File: src/rtl/spi_flash_responder.sv
// SPI mode-0 flash read responder: decodes command 0x03 + 24-bit address and streams bytes on MISO.
// Define SPI_FLASH_RESPONDER_SEQ_READ_EN for continuous sequential reads across word boundaries.
module spi_flash_responder #(
    parameter int SS_IDX = 0,
    parameter int SS_NUM = 8,
    parameter int MEM_AW = 24
) (
    input  logic              clock,
    input  logic              reset,
    input  logic              spi_sck,
    input  logic [SS_NUM-1:0] spi_ss,
    input  logic              spi_mosi,
    output logic              spi_miso,
    output logic              mem_req,
    output logic [MEM_AW-1:0] mem_addr,
    input  logic              mem_ack,
    input  logic [31:0]       mem_rdata,
    output logic              busy,
    output logic              cmd_err
);

    // state  | meaning
    // IDLE   | not selected
    // CMD    | shifting in the command byte
    // ADDR   | shifting in the 24-bit address
    // FETCH  | waiting for the first data word
    // DATA   | streaming bytes on MISO
    // IGNORE | bad command or read exhausted, MISO held high
    typedef enum logic [2:0] {
        S_IDLE, S_CMD, S_ADDR, S_FETCH, S_DATA, S_IGNORE
    } state_t;

    state_t state, state_nxt;

    logic [2:0]  sck_sync;
    logic [1:0]  ss_sync;
    logic [1:0]  mosi_sync;
    logic        sck_rise;
    logic        sck_fall;
    logic        sel;
    logic        mosi_bit;
    logic [4:0]  bit_cnt;
    logic [22:0] shift;
    logic [7:0]  cmd_byte;
    logic [23:0] addr_full;
    logic [21:0] word_addr;
    logic [31:0] data_buf;
    logic [4:0]  pos;
    logic        stale;
    logic        ack_take;
    logic        fetch_issue;
    logic        fetch_done;
    logic        data_fall;
`ifdef SPI_FLASH_RESPONDER_SEQ_READ_EN
    logic [31:0] next_buf;
`else
    logic        done;
`endif
    logic        unused_ss;

    assign unused_ss = ^spi_ss;

    always_ff @(posedge clock or posedge reset) begin
        if (reset) begin
            sck_sync  <= '0;
            ss_sync   <= '1;
            mosi_sync <= '0;
        end else begin
            sck_sync  <= {sck_sync[1:0], spi_sck};
            ss_sync   <= {ss_sync[0], spi_ss[SS_IDX]};
            mosi_sync <= {mosi_sync[0], spi_mosi};
        end
    end

    assign sck_rise  = sck_sync[1] & ~sck_sync[2];
    assign sck_fall  = ~sck_sync[1] & sck_sync[2];
    assign sel       = ~ss_sync[1];
    assign mosi_bit  = mosi_sync[1];
    assign busy      = sel;
    assign cmd_byte  = {shift[6:0], mosi_bit};
    assign addr_full = {shift, mosi_bit};
    assign ack_take  = mem_req & mem_ack;
    assign mem_addr  = MEM_AW'({word_addr, 2'b00});

    always_ff @(posedge clock or posedge reset) begin
        if (reset) begin
            state <= S_IDLE;
        end else begin
            state <= state_nxt;
        end
    end

    always_comb begin
        state_nxt = state;
        if (!sel) begin
            state_nxt = S_IDLE;
        end else begin
            case (state)
                S_IDLE: state_nxt = S_CMD;
                S_CMD: begin
                    if (sck_rise && bit_cnt == 5'd7) begin
                        state_nxt = (cmd_byte == 8'h03) ? S_ADDR : S_IGNORE;
                    end
                end
                S_ADDR: begin
                    if (fetch_issue) state_nxt = S_FETCH;
                end
                S_FETCH: begin
                    if (fetch_done) state_nxt = S_DATA;
                end
`ifndef SPI_FLASH_RESPONDER_SEQ_READ_EN
                S_DATA: begin
                    if (data_fall && done) state_nxt = S_IGNORE;
                end
`endif
                default: state_nxt = state;
            endcase
        end
    end

    always_comb begin
        cmd_err     = 1'b0;
        fetch_issue = 1'b0;
        fetch_done  = 1'b0;
        data_fall   = 1'b0;
        if (sel) begin
            case (state)
                S_CMD:   cmd_err     = sck_rise && bit_cnt == 5'd7 && cmd_byte != 8'h03;
                S_ADDR:  fetch_issue = sck_rise && bit_cnt == 5'd23;
                S_FETCH: fetch_done  = ack_take && !stale;
                S_DATA:  data_fall   = sck_fall;
                default: ;
            endcase
        end
    end

    always_ff @(posedge clock or posedge reset) begin
        if (reset) begin
            bit_cnt   <= '0;
            shift     <= '0;
            word_addr <= '0;
            data_buf  <= '0;
            pos       <= '0;
            stale     <= 1'b0;
            mem_req   <= 1'b0;
            spi_miso  <= 1'b1;
`ifdef SPI_FLASH_RESPONDER_SEQ_READ_EN
            next_buf  <= '0;
`else
            done      <= 1'b0;
`endif
        end else begin
            // A fetch left pending by a deselect completes on the port but its data is dropped.
            if (ack_take) begin
                mem_req <= 1'b0;
                stale   <= 1'b0;
            end else if (!sel && mem_req) begin
                stale <= 1'b1;
            end

            if (!sel) begin
                bit_cnt  <= '0;
                spi_miso <= 1'b1;
`ifndef SPI_FLASH_RESPONDER_SEQ_READ_EN
                done     <= 1'b0;
`endif
            end

            if ((state == S_CMD || state == S_ADDR) && sel && sck_rise) begin
                shift   <= addr_full[22:0];
                bit_cnt <= (state == S_CMD && bit_cnt == 5'd7) ? 5'd0 : bit_cnt + 5'd1;
            end

            if (fetch_issue) begin
                pos <= {addr_full[1:0], 3'b000};
                if (!mem_req) begin
                    mem_req   <= 1'b1;
                    word_addr <= addr_full[23:2];
                end
            end

            if (fetch_done) begin
                data_buf <= mem_rdata;
`ifndef SPI_FLASH_RESPONDER_SEQ_READ_EN
                done     <= 1'b0;
`endif
            end

`ifdef SPI_FLASH_RESPONDER_SEQ_READ_EN
            if (state == S_DATA && sel && ack_take && !stale) begin
                next_buf <= mem_rdata;
            end
            // pos = {byte pointer, bit index}; prefetch on entering byte 3, swap after its last bit.
            if (data_fall) begin
                spi_miso <= data_buf[{pos[4:3], ~pos[2:0]}];
                pos      <= pos + 5'd1;
                if (pos == 5'd24 && !mem_req) begin
                    mem_req   <= 1'b1;
                    word_addr <= word_addr + 22'd1;
                end
                if (pos == 5'd31) begin
                    data_buf <= next_buf;
                end
            end
`else
            if (data_fall) begin
                if (done) begin
                    spi_miso <= 1'b1;
                end else begin
                    spi_miso <= data_buf[{pos[4:3], ~pos[2:0]}];
                    pos      <= pos + 5'd1;
                    if (pos == 5'd31) done <= 1'b1;
                end
            end
`endif
        end
    end

endmodule

File: config.mk
export PLATFORM = sky130hd
export DESIGN_NAME = spi_flash_responder
export DESIGN_NICKNAME = d
export VERILOG_FILES = /design/src/rtl/spi_flash_responder.sv
export SDC_FILE = /design/constraint.sdc
export NUM_CORES = 1
export LEC_CHECK = 0
export CORE_MARGIN = 8
export CORE_UTILIZATION = 45
export CTS_CLUSTER_SIZE = 25
export DETAILED_ROUTE_END_ITERATION = 10
export PLACE_DENSITY_LB_ADDON = 0.2
export SYNTH_ARGS = -nofsm -noshare
export SYNTH_HDL_FRONTEND = slang
export SYNTH_SLANG_ARGS = --single-unit
File: constraint.sdc
create_clock -name clock -period 3 [get_ports clock]
set_input_delay 0.45 -clock clock [delete_from_list [all_inputs] [get_ports clock]]
set_output_delay 0.45 -clock clock [all_outputs]
set_load 0.05 [all_outputs]
# After elaboration in Yosys (flattened, before gate mapping)

Index checks and enable logic that the tools add are counted.

Register bits after elaboration: 101
Word-level logic and storage cells: 91

Magnitude comparators: 1
Add/sub/neg operators: 2
Multiplexer cells: 36
Equality and inequality tests: 13
Reductions and logical operators: 18
Bitwise operators: 8

Operators with widths:

| kind                  | count |
|---|---|
| $mux W5               | 6 |
| $mux W1               | 22 |
| $mux W3               | 6 |
| $pmux W3 S5           | 1 |
| $ne A3 B3 Y1 const B  | 4 |
| $add A5 B1 Y5 const B | 2 |
| $eq A5 B5 Y1 const B  | 2 |
| $logic_and A1 B1 Y1   | 9 |
| $eq A8 B2 Y1 const B  | 1 |
| $ne A8 B2 Y1 const B  | 1 |
| $eq A3 B2 Y1 const B  | 2 |
| $lt A5 B6 Y1 const B  | 1 |
| $reduce_bool A2 Y1    | 3 |
| $reduce_bool A6 Y1    | 1 |
| $bmux W1 S5           | 1 |
| $eq A5 B3 Y1 const B  | 1 |
| $reduce_and A5 Y1     | 1 |
| $not A1 Y1            | 4 |
| $and A1 B1 Y1         | 3 |
| $eq A3 B1 Y1 const B  | 1 |
| $eq A3 B3 Y1 const B  | 1 |
| $logic_not A3 Y1      | 1 |
| $not A3 Y3            | 1 |
| $reduce_and A2 Y1     | 1 |
| 2 further kinds       | 2 |

# Logic depth before layout (Yosys ltp)

Gate-level depths: netlist of the first run.

Depth after elaboration: 8
Depth in mapped cells: 9

# Worst setup path after synthesis of the first run

No wires, ideal clock.

Path kind: reg-to-reg
From: register mem_req
To: register data_buf[0]
Required time: 2875 ps
Stages on the path, launching flop included: 7
Arrival: 1827 ps
Slack: 1048 ps
Period minus slack after synthesis: 1952 ps
Path through: dfrtp_1 -> nand2_1 -> nor2_1 -> nand3_1 -> nor2_1 -> buf_2 -> mux2_2

Cells in the longest elaborated chain, start to end: 4

RTL lines:

| item                   | RTL line | RTL |
|---|---|---|
| from (decl)            | 14       | `output logic mem_req,` |
| from (signal assigned) | 145      | `mem_req <= 1'b0;` |
| from (signal assigned) | 155      | `mem_req <= 1'b0;` |
| from (signal assigned) | 177      | `mem_req <= 1'b1;` |
| $and A1 B1 Y1          | 82       | `assign ack_take = mem_req & mem_ack;` |
| $logic_and A1 B1 Y1    | 130      | `S_FETCH: fetch_done = ack_take && !stale;` |
| $mux W1                | 127      | `case (state)` |
| $mux W1                | 126      | `if (sel) begin` |
| to (signal assigned)   | 183      | `data_buf <= mem_rdata;` |
| to (decl)              | 47       | `logic [31:0] data_buf;` |

Every way passes these cells.
A chain may end at the register's enable or synchronous reset.

# Final worst setup path of the first run

From: register state[2]
To: output port cmd_err

Cells in the longest elaborated chain, start to end: 3

RTL lines:

| item                   | RTL line | RTL |
|---|---|---|
| from (decl)            | 33       | `state_t state, state_nxt;` |
| from (signal assigned) | 89       | `state <= state_nxt;` |
| $eq A3 B1 Y1           | 127      |  |
| $mux W1                | 127      |  |
| $mux W1                | 126      |  |
| to (decl)              | 19       | `output logic cmd_err` |

Every way passes these cells.

==> results of run 1 <==
-- state kept, by name (all words and copies together), names as in the netlist --
register,cells
data_buf,32
shift,23
word_addr,22
bit_cnt,5
pos,5
sck_sync,3
state,3
mosi_sync,2
ss_sync,2
done,1
mem_req,1
spi_miso,1
stale,1
-- layout make-up --
type / count / area [um2] / area share
sequential: 101 / 2530 / 0.466
multi-input combinational: 195 / 1800 / 0.332
timing repair buffer: 69 / 701 / 0.129
tap: 133 / 166 / 0.0306
clock buffer: 11 / 151 / 0.0279
clock inverter: 4 / 55.1 / 0.0101
inverter: 6 / 26.3 / 0.00483
-- logic make-up (layout without fill, tap and decap cells) --
logic type	Yosys count	after routing
flops	101	101
mux	95	95
simple gates	57	57
compound gates	32	32
buf+inv	24	90
xor+xnor	6	6
fa+ha+maj	3	3
other cells	1	2
-- Yosys cell counts (5+ instances only) --
cell type,count
dfrtp_1,98
mux2_2,58
mux2_4,19
mux2i_1,17
nor2_1,14
nand2_1,9
inv_1,6
nand3_1,6
a21oi_1,5
a22o_1,5
buf_2,5
-- power groups by stage --
stage	registers, mW	logic, mW	clock network [mW]
after global routing	1.44	0.196	0.966
after floorplan	1.44	0.111	0
after global placement	1.46	0.176	0
final	1.43	0.175	0.875
after CTS	1.43	0.179	0.918
after detailed placement	1.46	0.178	0
-- routing by layer --
| layer | vias to the layer above | wire, um | GRT usage |
|---|---|---|---|
| li1 | 1262 | - | - |
| met2 | 51 | 3980 | 0.212 |
| met1 | 1310 | 3680 | 0.166 |
| met5 | - | 0 | 0 |
| met3 | 5 | 464 | 0.0455 |
| met4 | 0 | 63 | 0.0259 |
-- worst max-delay path by stage --
stage | slack [ns] | to | start | cells after the start
floorplan | 1.05 | data_buf[0] | mem_req | 6
global placement | 0.65 | cmd_err | shift[2] | 4
detailed placement | 0.66 | cmd_err | state[2] | 4
CTS | 0.26 | cmd_err | state[2] | 4
global route | 0.12 | cmd_err | shift[2] | 4
finish | 0.29 | cmd_err | state[2] | 4
-- critical path, delay by kind of cell, from the launching register on --
family	cells	cell delay, ns
flip-flops	1	0.45
buffers and inverters	1	0.80
AND/OR/NAND/NOR	3	0.67
-- stage by stage --
stage               hold WS, ns  worst slack, ns
CTS                       0.345            0.261
detailed placement        0.339            0.658
global route              0.346            0.118
floorplan                 0.331             1.05
finish                    0.348            0.290
global placement          0.334            0.655
==> results.sh, run 1 <==
export IMPL_fin_util=0.556
export IMPL_tightest_slew_ns=0.772
export IMPL_yosys_area_share_simple=0.0762
export IMPL_rsz0062_at_grt="no"
export IMPL_die_h_um=116
export IMPL_critPathMostFrequentCell="and2b_1"
export IMPL_n_fill_cell=839
export IMPL_grt_use_total=0.131
export IMPL_leakage_nw=2.51
export IMPL_synth_top_area_share=0.543
export IMPL_setup_violations=0
export IMPL_dpl_cell_area_um2=5230
export IMPL_yosys_warnings=0
export IMPL_finalHoldViolations=0
export IMPL_peakVddDrop_v=0.000269
export IMPL_p_int_mw=1.92
export IMPL_diodes=0
export IMPL_synth_area_per_cell_um2=14.2
export IMPL_grt_max_degree=36
export IMPL_htreeDepth=3
export IMPL_synth_cells=319
export IMPL_path_cells="and2b_1 -> and2b_1 -> and4_1 -> clkdlybuf4s50_1"
export IMPL_mostFrequentLayoutCell="dfrtp_1"
export IMPL_die_area_um2=13500
export IMPL_clockBufferDepth=2
export IMPL_hold_class="flip-flop to flip-flop"
export IMPL_combPwrFrac=0.071
export IMPL_wire_per_inst_um=15.8
export IMPL_dr_pass1_iters=4
export IMPL_slew_limit_headroom=0.484
export IMPL_start_util=0.462
export IMPL_synth_fa_ha_area_frac=0.00831
export IMPL_drc=0
export IMPL_fin_cells=519
export IMPL_core_area_um2=9770
export IMPL_io_buffers=63
export IMPL_grt_pass1_vias=2908
export IMPL_via_per_inst=5.06
export IMPL_synthMuxAreaShare=0.248
export IMPL_grt_antenna_before_repair=0
export IMPL_final_max_slew_viol_count=0
export IMPL_synth_edf_count=0
export IMPL_synth_main_ff_cell="dfrtp_1"
export IMPL_ctsResizeCount=0
export IMPL_drive_above_1_share=0.285
export IMPL_synthTopCellsByArea="dfrtp_1, mux2_2, mux2_4"
export IMPL_crit_path_start_kind="flip-flop"
export IMPL_synth_compound_area_frac=0.0532
export IMPL_syn_area_um2=4510
export IMPL_vias=2628
export IMPL_outcome="finished clean"
export IMPL_cts_buffers=9
export IMPL_finalWeightedCongestion=0.759
export IMPL_path_class="flip-flop to primary output"
export IMPL_period_share=0.903
export IMPL_cts_sinks=101
export IMPL_slowest_stage="clkdlybuf4s50_1"
export IMPL_min_from="ss_sync[0]"
export IMPL_cts_tree="yes"
export IMPL_ys_async_sr_fraction=1.00
export IMPL_swShare=0.226
export IMPL_maxCapViolations=0
export IMPL_rows=36
export IMPL_r2r_cells=7
export IMPL_setup_tns_final_ns=0
export IMPL_min_delay_worst_endpoint="ss_sync[1]"
export IMPL_boundaryPins=73
export IMPL_die_x_um=116
export IMPL_regToRegSetupSlack_ns=0.67
export IMPL_dpl_hpwl_mm=5.88
export IMPL_stdcell_area_um2=5440
export IMPL_grt_pass1_wl_mm=14.0
export IMPL_fin_skew_ns=0.0129
export IMPL_synth_top_family_by_area="multiplexers"
export IMPL_place_inst=504
export IMPL_post_cts_buffers=0
export IMPL_hold_path_depth=0
export IMPL_postCtsHoldBufs=0
export IMPL_period_minus_slack_ns=2.71
export IMPL_synth_xor_area_share=0.0116
export IMPL_netlist_cell_type_count=50
export IMPL_clock_latency_ns=0.35
export IMPL_crit_fanout=7
export IMPL_r2r_end="word_addr[19]"
export IMPL_cp_slowest_stage_delay_ns=0.80
export IMPL_layout_common_cells="dfrtp_1, clkdlybuf4s50_1, mux2_2, mux2_4, mux2i_1"
export IMPL_crit_arrival_ns=2.26
export IMPL_clockPowerShare=0.352
export IMPL_seqPwrFrac=0.577
export IMPL_finalNetCount=430
export IMPL_synth_area_leader_cell="dfrtp_1"
export IMPL_routed_wirelength_mm=8.18
export IMPL_p_sw_uw=561
export IMPL_synth_seq_cells=101
export IMPL_max_freq_mhz=369
export IMPL_report_power_total_mw=2.48
export IMPL_crit_required_ns=2.55
export IMPL_r2r_start="bit_cnt[0]"
export IMPL_drtIter0Drc=130
export IMPL_cts_root_buf="clkbuf_8"
export IMPL_drtAntennaViolNets=0
export IMPL_yosysSeqAreaShare=0.561
export IMPL_area_growth_pct=20.4
export IMPL_power_density_nw_per_um2=457
export IMPL_overflow=0
export IMPL_cp_end_kind="primary output"
export IMPL_clkSlewWorstSetupHoldPaths_ns=0.09
(Power assumes the default switching activity.)
==> run 2: changes to the inputs <==
==> constraint.sdc (replaced) <==
create_clock -name clock -period 3.2 [get_ports clock]
set_input_delay 0.48 -clock clock [delete_from_list [all_inputs] [get_ports clock]]
set_output_delay 0.48 -clock clock [all_outputs]
set_load 0.05 [all_outputs]
==> results.sh, run 2 (synthesized netlist as in run 1, its figures left out) <==
export IMPL_p_sw_uw=540
export IMPL_clkSlewWorstSetupHoldPaths_ns=0.09
export IMPL_place_ws_ns=0.801
export IMPL_top_register="data_buf"
export IMPL_peakVddDrop_v=0.000294
export IMPL_core_area_um2=9770
export IMPL_grt_max_degree=50
export IMPL_finalNetCount=430
export IMPL_layout_common_cells="dfrtp_1, clkdlybuf4s50_1, mux2_2, mux2_4, mux2i_1"
export IMPL_dr_pass1_iters=4
export IMPL_dpl_hpwl_mm=5.72
export IMPL_grt_pass1_vias=2802
export IMPL_vias=2634
export IMPL_place_inst=504
export IMPL_holdWs_ns=0.352
export IMPL_period_minus_slack_ns=2.78
export IMPL_path_class="flip-flop to primary output"
export IMPL_finalHoldViolations=0
export IMPL_seqPwrFrac=0.574
export IMPL_swShare=0.230
export IMPL_tightest_slew_ns=0.675
export IMPL_reg_top3="data_buf (32), shift (23), word_addr (22)"
export IMPL_crit_arrival_ns=2.30
export IMPL_via_per_inst=5.07
export IMPL_wire_per_inst_um=15.4
export IMPL_postCtsHoldBufs=0
export IMPL_slew_limit_headroom=0.549
export IMPL_drc=0
export IMPL_boundaryPins=73
export IMPL_power_density_nw_per_um2=432
export IMPL_clockBufferDepth=2
export IMPL_grt_pass1_wl_mm=13.7
export IMPL_fin_skew_ns=0.00624
export IMPL_worst_slack_ns=0.419
export IMPL_setup_tns_final_ns=0
export IMPL_post_cts_buffers=0
export IMPL_cts_sinks=101
export IMPL_fin_cells=520
export IMPL_slowest_stage="clkdlybuf4s50_1"
export IMPL_ctsResizeCount=0
export IMPL_rsz0062_at_grt="no"
export IMPL_die_h_um=116
export IMPL_cp_slowest_stage_delay_ns=0.80
export IMPL_p_int_mw=1.80
export IMPL_grt_use_total=0.130
export IMPL_die_area_um2=13500
export IMPL_critPathTopFamily="buffers and inverters"
export IMPL_path_cells="and2b_1 -> and2b_1 -> and4_1 -> clkdlybuf4s50_1"
export IMPL_period_share=0.869
export IMPL_fin_util=0.555
export IMPL_overflow=0
export IMPL_htreeDepth=3
export IMPL_grt_antenna_before_repair=0
export IMPL_n_fill_cell=856
export IMPL_largest_reg_flops=32
export IMPL_final_max_slew_viol_count=0
export IMPL_hold_class="flip-flop to flip-flop"
export IMPL_area_growth_pct=20.2
export IMPL_drtIter0Drc=110
export IMPL_setup_violations=0
export IMPL_met2_length_mm=3.87
export IMPL_leakage_nw=2.51
export IMPL_max_freq_mhz=360
export IMPL_drive_above_1_share=0.284
export IMPL_maxCapViolations=0
export IMPL_clockPowerShare=0.358
export IMPL_mostFrequentLayoutCell="dfrtp_1"
export IMPL_finalWeightedCongestion=0.795
export IMPL_io_buffers=63
export IMPL_clock_latency_ns=0.36
export IMPL_cts_buffers=9
export IMPL_drt_met1_wl_mm=3.68
export IMPL_routed_top_layer="met4"
export IMPL_diodes=0
export IMPL_outcome="finished clean"
export IMPL_critPathBufInv=1
export IMPL_routed_wirelength_mm=8.02
export IMPL_routed_wl_met3_um=377
export IMPL_crit_required_ns=2.72
export IMPL_drtAntennaViolNets=0
export IMPL_start_util=0.462
export IMPL_critPathMostFrequentCell="and2b_1"
export IMPL_rows=36
export IMPL_crit_path_start_kind="flip-flop"
export IMPL_combPwrFrac=0.068
export IMPL_cts_tree="yes"
export IMPL_cts_root_buf="clkbuf_8"
export IMPL_crit_fanout=7
export IMPL_cp_end_kind="primary output"
export IMPL_die_x_um=116
==> run 2: worst register-to-register path, delay by kind of cell (launching register included) <==
kind / cells / cell delay, ns
and+or+nand+nor: 4 / 1.11
DFF: 1 / 0.39
muxes: 1 / 0.31
adders and majority gates: 1 / 0.25
buffers and inverters: 1 / 0.23
==> run 2: metrics by stage <==
step	total power, mW	cell area [um2]
2_1_floorplan	1.46	4520
6_report	2.34	5430
5_1_grt	2.46	5430
4_1_cts	2.39	5430
3_5_place_dp	1.53	5220
3_3_place_gp	1.53	5220
==> run 2: metal layers <==
metal,up-vias,global-route usage
met2,45,0.207
met4,0,0.0389
met3,9,0.0424
met1,1319,0.164
met5,-,0
li1,1261,-
==> run 2: final timing paths <==
kind / depth (start not counted) / endpoint / slack (ns) / startpoint
worst max register to register: 7 / word_addr[15] / 0.80 / bit_cnt[0]
min in group asynchronous: 2 / word_addr[16] / 0.53 / reset
worst min-delay path: 0 / ss_sync[1] / 0.35 / ss_sync[0]
worst max-delay path: 4 / cmd_err / 0.42 / state[2]
max in group asynchronous: 3 / ss_sync[0] / 1.88 / reset
worst min register to register: 0 / ss_sync[1] / 0.35 / ss_sync[0]
==> run 2: layout make-up <==
class	instances	area (um2)	share of cell area
repair buffers	69	688	0.127
multi-input cells	195	1800	0.332
well taps	133	166	0.0307
clock inverters	4	56.3	0.0104
clock buffers	12	155	0.0286
flip-flops and latches	101	2530	0.466
inverters	6	25.0	0.00461
==> run 2: power groups by stage <==
stage / sequential [mW] / clock, mW / combinational [mW]
floorplan: 1.35 / 0 / 0.104
global placement: 1.37 / 0 / 0.161
detailed placement: 1.37 / 0 / 0.163
CTS: 1.35 / 0.880 / 0.163
global route: 1.35 / 0.928 / 0.178
finish: 1.35 / 0.839 / 0.159
==> run 3: changes to the inputs <==
--- a/config.mk
+++ b/config.mk
@@ -10,6 +10,7 @@
 export CTS_CLUSTER_SIZE = 25
 export DETAILED_ROUTE_END_ITERATION = 10
 export PLACE_DENSITY_LB_ADDON = 0.2
+export SLEW_MARGIN = 20
 export SYNTH_ARGS = -nofsm -noshare
 export SYNTH_HDL_FRONTEND = slang
 export SYNTH_SLANG_ARGS = --single-unit
==> results of run 3 <==
No change in the layout: final DEF, timing and power equal those of run 2.
